`src/rtl/cpu_issue_scoreboard.sv`:
```
// Issue-stage hazard controller: load scoreboard, multiplier busy countdown,
// drain interlock for CP0/exception instructions and a saturating stall counter.
module cpu_issue_scoreboard #(
    parameter int MUL_LAT   = 4,
    parameter int MAX_LOADS = 4
) (
    input  logic        clk,
    input  logic        rst,
    input  logic        dec_valid,
    input  logic [4:0]  dec_reg_read_1,
    input  logic [4:0]  dec_reg_read_2,
    input  logic [4:0]  dec_reg_write,
    input  logic        dec_is_load,
    input  logic        dec_is_mulexec,
    input  logic        dec_is_mulmove,
    input  logic        dec_is_nop,
    input  logic        dec_is_drain,
    input  logic        flush,
    input  logic        load_done,
    input  logic [4:0]  load_done_reg,
    output logic        issue,
    output logic        stall,
    output logic [31:0] pending,
    output logic        mul_busy,
    output logic [3:0]  load_count,
    output logic [31:0] stall_cycles
);

    localparam logic [3:0] MUL_LAT_C   = 4'(MUL_LAT);
    localparam logic [3:0] MAX_LOADS_C = 4'(MAX_LOADS);

    logic [31:0] pending_q, pending_d;
    logic [3:0]  load_count_q, load_count_d;
    logic [3:0]  mul_cnt_q, mul_cnt_d;
    logic [31:0] stall_cycles_q, stall_cycles_d;

    logic raw, waw, mul_hz, ld_full, drain_hz, hold;
    logic active, ld_inc, ld_dec;

    // Hazards look only at registered state; a completing load frees its
    // consumer one cycle later, which keeps the issue path short.
    always_comb begin
        raw = ((dec_reg_read_1 != 5'd0) && pending_q[dec_reg_read_1]) ||
              ((dec_reg_read_2 != 5'd0) && pending_q[dec_reg_read_2]);
        waw      = (dec_reg_write != 5'd0) && pending_q[dec_reg_write];
        mul_hz   = (dec_is_mulexec || dec_is_mulmove) && (mul_cnt_q != 4'd0);
        ld_full  = dec_is_load && (load_count_q == MAX_LOADS_C);
        drain_hz = dec_is_drain &&
                   ((load_count_q != 4'd0) || (mul_cnt_q != 4'd0));
        hold     = (raw || waw || mul_hz || ld_full || drain_hz) && !dec_is_nop;
        active   = dec_valid && !flush && !rst;
        issue    = active && !hold;
        stall    = active && hold;
    end

    always_comb begin
        ld_inc = issue && dec_is_load;
        ld_dec = load_done && (load_count_q != 4'd0);

        pending_d = pending_q;
        if (load_done && (load_done_reg != 5'd0))
            pending_d[load_done_reg] = 1'b0;
        if (ld_inc && (dec_reg_write != 5'd0))
            pending_d[dec_reg_write] = 1'b1;
        pending_d[0] = 1'b0;

        load_count_d = load_count_q;
        if (ld_inc && !ld_dec)
            load_count_d = load_count_q + 4'd1;
        else if (!ld_inc && ld_dec)
            load_count_d = load_count_q - 4'd1;

        mul_cnt_d = mul_cnt_q;
        if (issue && dec_is_mulexec)
            mul_cnt_d = MUL_LAT_C;
        else if (mul_cnt_q != 4'd0)
            mul_cnt_d = mul_cnt_q - 4'd1;

        stall_cycles_d = stall_cycles_q;
        if (stall && (stall_cycles_q != 32'hFFFF_FFFF))
            stall_cycles_d = stall_cycles_q + 32'd1;
    end

    always_ff @(posedge clk or posedge rst) begin
        if (rst) begin
            pending_q      <= 32'd0;
            load_count_q   <= 4'd0;
            mul_cnt_q      <= 4'd0;
            stall_cycles_q <= 32'd0;
        end else begin
            pending_q      <= pending_d;
            load_count_q   <= load_count_d;
            mul_cnt_q      <= mul_cnt_d;
            stall_cycles_q <= stall_cycles_d;
        end
    end

    assign pending      = pending_q;
    assign load_count   = load_count_q;
    assign mul_busy     = (mul_cnt_q != 4'd0);
    assign stall_cycles = stall_cycles_q;

endmodule

```
`config.mk`:
```
export PLATFORM = sky130hd
export DESIGN_NAME = cpu_issue_scoreboard
export DESIGN_NICKNAME = d
export VERILOG_FILES = /design/src/rtl/cpu_issue_scoreboard.sv
export SDC_FILE = /design/constraint.sdc
export NUM_CORES = 1
export LEC_CHECK = 0
export ABC_CLOCK_PERIOD_IN_PS = 7100
export CAP_MARGIN = 25
export CORE_ASPECT_RATIO = 0.5
export CORE_MARGIN = 4
export CORE_UTILIZATION = 50
export DETAILED_ROUTE_END_ITERATION = 16
export GPL_TIMING_DRIVEN = 0
export PLACE_DENSITY = 0.91
export SYNTH_ARGS = -nofsm -noshare
export SYNTH_HDL_FRONTEND = slang
export SYNTH_SLANG_ARGS = --single-unit
```
`constraint.sdc`:
```
create_clock -name clk -period 7.1 [get_ports clk]
set_input_delay 1.775 -clock clk [delete_from_list [all_inputs] [get_ports clk]]
set_output_delay 1.775 -clock clk [all_outputs]
set_load 0.005 [all_outputs]
```
==> results of run 1 <==
[flip-flops by register name (all words and copies together), names as in the netlist]
signal	flops
mul_cnt_q	4
stall_cycles	32
pending	31
load_count	4
[cells by family after synthesis]
kind of cell	synth area share [%]
buffers and inverters	3.21
other	0.0867
adder cells (fa/ha/maj)	1.91
AO/OA/AOI/OAI	12.9
multiplexers	11.9
XOR/XNOR	7.29
AND/OR/NAND/NOR	21.6
flip-flops	41.1
[cell usage in the layout (no fill, tap or decap), types with 3 or more instances in the layout]
| cell | n |
|---|---|
| nand2_1 | 34 |
| nor4b_1 | 3 |
| nor2b_1 | 7 |
| ha_1 | 5 |
| nor4_1 | 6 |
| o21ai_0 | 31 |
| nand3b_1 | 6 |
| nand2b_1 | 4 |
| and3_1 | 8 |
| o21ai_1 | 32 |
| clkbuf_1 | 10 |
| mux4_2 | 12 |
| nand3_1 | 37 |
| mux2i_1 | 20 |
| buf_2 | 9 |
| o211ai_1 | 3 |
| xnor2_1 | 35 |
| clkdlybuf4s50_1 | 95 |
| nor3_1 | 10 |
| a21oi_1 | 7 |
| nor2_1 | 21 |
| dfrtp_1 | 71 |
| or3b_2 | 3 |
| inv_1 | 12 |
| nand4_1 | 19 |
| or3_1 | 4 |
| clkbuf_16 | 9 |
| clkbuf_8 | 3 |
[path summary, 6_finish.rpt]
kind / slack (ps) / cells past startpoint / endpoint / start
worst min register to register: 500 / 1 / stall_cycles[19] / stall_cycles[19]
worst max register to register: 2880 / 18 / load_count[3] / mul_cnt_q[0]
worst max-delay path: 250 / 9 / issue / dec_reg_read_2[2]
min in group asynchronous: 2030 / 2 / stall_cycles[4] / rst
max in group asynchronous: 4530 / 2 / mul_cnt_q[2] / rst
worst min-delay path: 500 / 1 / stall_cycles[19] / stall_cycles[19]
[per-stage QoR]
stage | instance area [µm²] | hold WS, ps | worst slack, ps | total power [W] | util [%]
after floorplan | 4330 | 488 | 1850 | 0.000662 | -
after global placement | 5420 | 484 | 264 | 0.000783 | 66.1
after detailed placement | 5420 | 493 | 246 | 0.000798 | 66.1
after CTS | 5730 | 502 | 246 | 0.00127 | 69.9
after global routing | 5730 | 516 | 16.9 | 0.00132 | 69.9
final | 5730 | 495 | 254 | 0.00126 | 69.9
[power by group through the flow]
| stage | Sequential, W | Clock, W | Combinational, W |
|---|---|---|---|
| detailed placement | 0.000508 | 0 | 0.000290 |
| finish | 0.000504 | 0.000465 | 0.000290 |
| floorplan | 0.000497 | 0 | 0.000165 |
| global route | 0.000511 | 0.000491 | 0.000318 |
| CTS | 0.000501 | 0.000474 | 0.000291 |
| global placement | 0.000505 | 0 | 0.000278 |
[Yosys cell counts (2+ instances only)]
cell type / number / area share, %
inv_1: 13 / 1.1
and2_1: 2 / 0.29
xnor2_1: 35 / 7.1
nand4_1: 19 / 2.7
clkbuf_1: 9 / 0.78
nand3_1: 37 / 4.3
nand3b_1: 6 / 1.0
a21o_1: 2 / 0.35
nor2b_1: 7 / 1.0
mux2_1: 2 / 0.52
or3b_2: 3 / 0.61
nand2_1: 34 / 2.9
nand2b_1: 4 / 0.58
nor4_1: 6 / 0.87
mux2_2: 2 / 0.52
nor3_1: 10 / 1.2
and3_1: 8 / 1.2
nor4b_1: 3 / 0.61
o22ai_1: 2 / 0.29
dfrtp_1: 71 / 41
a2111o_1: 2 / 0.52
o211ai_1: 3 / 0.52
mux4_2: 12 / 6.2
nor2_1: 21 / 1.8
a21oi_1: 7 / 0.81
a311oi_1: 2 / 0.40
mux2i_1: 20 / 4.6
and4_1: 2 / 0.40
a2111oi_0: 2 / 0.40
buf_2: 9 / 1.0
a31oi_1: 2 / 0.29
o21ai_1: 32 / 3.7
ha_1: 5 / 1.4
a221oi_1: 2 / 0.40
o21ai_0: 31 / 3.6
a211o_1: 2 / 0.40
or3_1: 4 / 0.58
[final cells by class]
| class | count | area share [%] |
|---|---|---|
| buffer | 20 | 1.57 |
| clock buffer | 13 | 4.72 |
| clock inverter | 3 | 0.699 |
| inverter | 13 | 0.895 |
| multi-input combinational | 347 | 42.1 |
| sequential | 71 | 31.0 |
| tap | 112 | 2.45 |
| timing repair buffer | 95 | 16.6 |
[critical path, cell delays in order]
cell	delay, ps
clkdlybuf4s50_1	520
clkbuf_1	380
mux4_2	370
o22ai_1	180
a2111oi_0	100
nor4_2	330
nand3_2	290
a21oi_1	520
clkdlybuf4s50_1	600
[metal layers]
layer / track usage (%) / vias up / part of all wire, %
met5: 0 / - / 0
met4: 9.45 / 0 / 2.3
met3: 10.7 / 37 / 11
met2: 42.6 / 230 / 47
met1: 30.8 / 2021 / 39
li1: - / 1886 / -
==> reports/metrics.cfg, run 1 <==
[sta]
rsz0062_at_grt = false
clock_skew_ps = 5.80
min_period_ps = 6850
tightest_slew_ps = 859
max_freq_ghz = 0.146
relSlewSlack_pct = 42.7
fin_crit_sh_pct = 96.4
hold_viol = 0
setup_viol = 0
drv_slew = 0
tns_ps = 0

[pwr]
combPwrFrac_pct = 23.1
p_leak_nw = 2.21
switchingPower_w = 0.000353
power_frac_seq_pct = 40.0
pwr-share-clk_pct = 37.0
vdd_drop_max_mv = 0.249
switching_share_pct = 28.0
power_density_mw_per_mm2 = 220
p_int_w = 0.000906

[clock_tree]
clk_latency_ps = 340
root_buffer = clkbuf_16
htree_levels = 3
cts_resized = 0
clkTransAtPathRegs_ps = 50
cts_tree = yes
clockBufferDepth = 2
numClockSinks = 71
cts_inserted_buffers = 9
ctsHoldBuffers = 0
post_cts_buffers = 0

[cells_and_area]
layout.cells.non_filler = 674
multi_input_area_mm2 = 0.00241
area_growth_pct = 32.4
fillers = 634
drive_gt1_share_pct = 8.01
antennaDiodeCount = 0
final_nets = 593
ff_latch_area_mm2 = 0.00178

[floorplan]
start_util_pct = 52.8
io_pins = 101
die_h_um = 73.8
core_area_mm2 = 0.00820
num_rows = 23
die_area_mm2 = 0.0103
dieWidth_um = 140

[logic_synthesis]
mappedNetlistArea_mm2 = 0.00433
synthesis.nets = 487
syn_avg_cell_area_um2 = 9.59
ys_warn_count = 0
syn_inst = 451
synth_cell_type_count = 55
async_reset_ff_share_pct = 100
synth_edf_count = 0
yosysSeqAreaShare_pct = 41.1
ys_seq_elements = 71
ys.flop_type = dfrtp_1

[drt]
drt-total-wl_um = 13000
ant_nets = 0
drt_iter0_drc = 486
drt_first_pass_iters = 5
vias = 4174
via_per_inst = 6.19
wl_per_cell_um = 19.2
drcViolationCount = 0

[setup_path]
critPathCaptureType = output pin
worstPathArrival_ps = 5070
critPathKind = in2out
cp.required_ps = 5330
crit_fanout = 10
critPathLaunchType = input pin

[placement]
dp.cells = 658
dp_hpwl_um = 9250
gp_congestion = 0.938
io_buffer_count = 95

[worst_hold_path]
hp-class = reg2reg

[grt]
antenna_found_initial = 0
grt_pass1_wl_um = 20600
grt_max_degree = 72
grt_pass1_vias = 4090
track_usage_pct = 25.7
grt-ovfl-total = 0

[flow_run]
maxCapViolations = 0

[status]
status = finished clean

Power figures use the tool's default switching activity.
==> run 2, diff against run 1 <==
CORE_MARGIN = 2   (was 4)
==> reports/metrics.cfg, run 2 (same netlist as run 1, synthesis figures left out) <==
[status]
status = finished clean  ; unchanged

[drt]
ant_nets = 0  ; unchanged
via_per_inst = 6.20  ; was 6.19
drt_first_pass_iters = 5  ; unchanged
wl_per_cell_um = 18.8  ; was 19.2 µm
drt_iter0_drc = 413  ; was 486
vias = 4179  ; was 4174
drcViolationCount = 0  ; unchanged
drt-total-wl_um = 12700  ; was 13000 µm

[clock_tree]
post_cts_buffers = 0  ; unchanged
ctsHoldBuffers = 0  ; unchanged
cts_resized = 0  ; unchanged
cts_inserted_buffers = 9  ; unchanged
numClockSinks = 71  ; unchanged
clk_latency_ps = 330  ; was 340 ps
clkTransAtPathRegs_ps = 50  ; about the same
htree_levels = 3  ; unchanged
root_buffer = clkbuf_16  ; unchanged
clockBufferDepth = 2  ; unchanged
cts_tree = yes  ; unchanged

[setup_path]
critPathKind = in2out  ; unchanged
worstPathArrival_ps = 5120  ; was 5070 ps
critPathLaunchType = input pin  ; unchanged
crit_fanout = 10  ; unchanged
critPathMostFrequentCell = clkdlybuf4s50_1  ; unchanged
crit_chain = clkdlybuf4s50_1, clkbuf_1, mux4_2, o22ai_1, a2111oi_0, nor4_2, nand3_2, a21oi_1, clkdlybuf4s50_1  ; unchanged
critPathSlowestCell = clkdlybuf4s50_1  ; unchanged
critPathCaptureType = output pin  ; unchanged
cp.required_ps = 5330  ; about the same
slowest_delay_ps = 600  ; about the same

[pwr]
p_leak_nw = 2.18  ; was 2.21 nW
vdd_drop_max_mv = 0.119  ; was 0.249 mV
power_density_mw_per_mm2 = 212  ; was 220 mW/mm²

[sta]
min_period_ps = 6890  ; was 6850 ps
tightest_slew_ps = 870  ; was 859 ps
clock_skew_ps = 7.70  ; was 5.80 ps
fin_crit_sh_pct = 97.1  ; was 96.4%
max_freq_ghz = 0.145  ; was 0.146 GHz
hold_viol = 0  ; unchanged
tns_ps = 0  ; unchanged
relSlewSlack_pct = 42.0  ; was 42.7%
setup_viol = 0  ; unchanged
drv_slew = 0  ; unchanged
rsz0062_at_grt = false  ; unchanged

[floorplan]
start_util_pct = 52.8  ; unchanged
num_rows = 23  ; unchanged
die_area_mm2 = 0.00946  ; was 0.0103 mm²
dieWidth_um = 136  ; was 140 µm
core_area_mm2 = 0.00820  ; unchanged
io_pins = 101  ; unchanged
die_h_um = 69.8  ; was 73.8 µm

[placement]
placed_area_mm2 = 0.00542  ; unchanged
dp_hpwl_um = 9100  ; was 9250 µm
io_buffer_count = 95  ; unchanged
dp.cells = 658  ; unchanged
gp_congestion = 0.938  ; about the same

[cells_and_area]
final_nets = 593  ; unchanged
layout.cells.non_filler = 674  ; unchanged
area_growth_pct = 31.7  ; was 32.4%
layout_commonest_cell = clkdlybuf4s50_1  ; unchanged
layout_common_cells = 95 x clkdlybuf4s50_1, 71 x dfrtp_1, 37 x nand3_1  ; unchanged
fin_area_mm2 = 0.00570  ; was 0.00573 mm²
largest_reg_flops = 32  ; unchanged
drive_gt1_share_pct = 8.01  ; unchanged
antennaDiodeCount = 0  ; unchanged

[worst_hold_path]
hp-class = reg2reg  ; unchanged

[grt]
grt-ovfl-total = 0  ; unchanged
grt_max_degree = 72  ; unchanged
grt_pass1_wl_um = 20200  ; was 20600 µm
grt_pass1_vias = 4117  ; was 4090
antenna_found_initial = 0  ; unchanged
track_usage_pct = 27.1  ; was 25.7%

[flow_run]
maxCapViolations = 0  ; unchanged

[run 2: metal layers]
layer	global-route usage [%]	vias to the layer above	wire length [µm]
met5	0	-	0
met4	12.5	0	366
met3	5.92	46	1120
met2	44.6	214	6020
met1	34.4	2022	5150
li1	-	1897	-
[run 2: critical path: cells and delay by family]
| kind | cells | cell delay, ps |
|---|---|---|
| AO/OA/AOI/OAI | 3 | 760 |
| buffers and inverters | 3 | 1510 |
| multiplexers | 1 | 370 |
| AND/OR/NAND/NOR | 2 | 690 |
[run 2: power by group]
group | switching, W | internal (W) | leakage (nW) | total, W
clock | 0.000171 | 0.000245 | 0.132 | 0.000417
combinational | 0.000130 | 0.000159 | 1.09 | 0.000289
sequential | 0.0000538 | 0.000447 | 0.967 | 0.000501
total | 0.000355 | 0.000851 | 2.18 | 0.00121
[run 2: final cells by class]
class                      count  area (µm²)
clock inverter                 5        33.8
fill                         610        2500
sequential                    71        1780
tap                          112         140
multi-input combinational    347        2410
inverter                      13        51.3
clock buffer                  11         243
timing repair buffer          95         951
buffer                        20        90.1
[run 2: final timing paths]
kind	from	to	slack, ps	cells past startpoint
max	dec_reg_read_2[2]	issue	210	9
min	stall_cycles[9]	stall_cycles[9]	500	1
max reg2reg	mul_cnt_q[0]	load_count[3]	2970	18
min reg2reg	stall_cycles[9]	stall_cycles[9]	500	1
max in group asynchronous	rst	stall_cycles[11]	4500	2
min in group asynchronous	rst	pending[12]	2040	2
[run 2: per-stage QoR]
stage	hold WS, ps	power [W]	util [%]	worst slack (ps)
after CTS	504	0.00121	69.5	234
after global placement	485	0.000781	66.1	333
final	502	0.00121	69.5	208
after detailed placement	494	0.000796	66.1	242
after floorplan	488	0.000662	-	1850
after global routing	526	0.00126	69.5	17.1
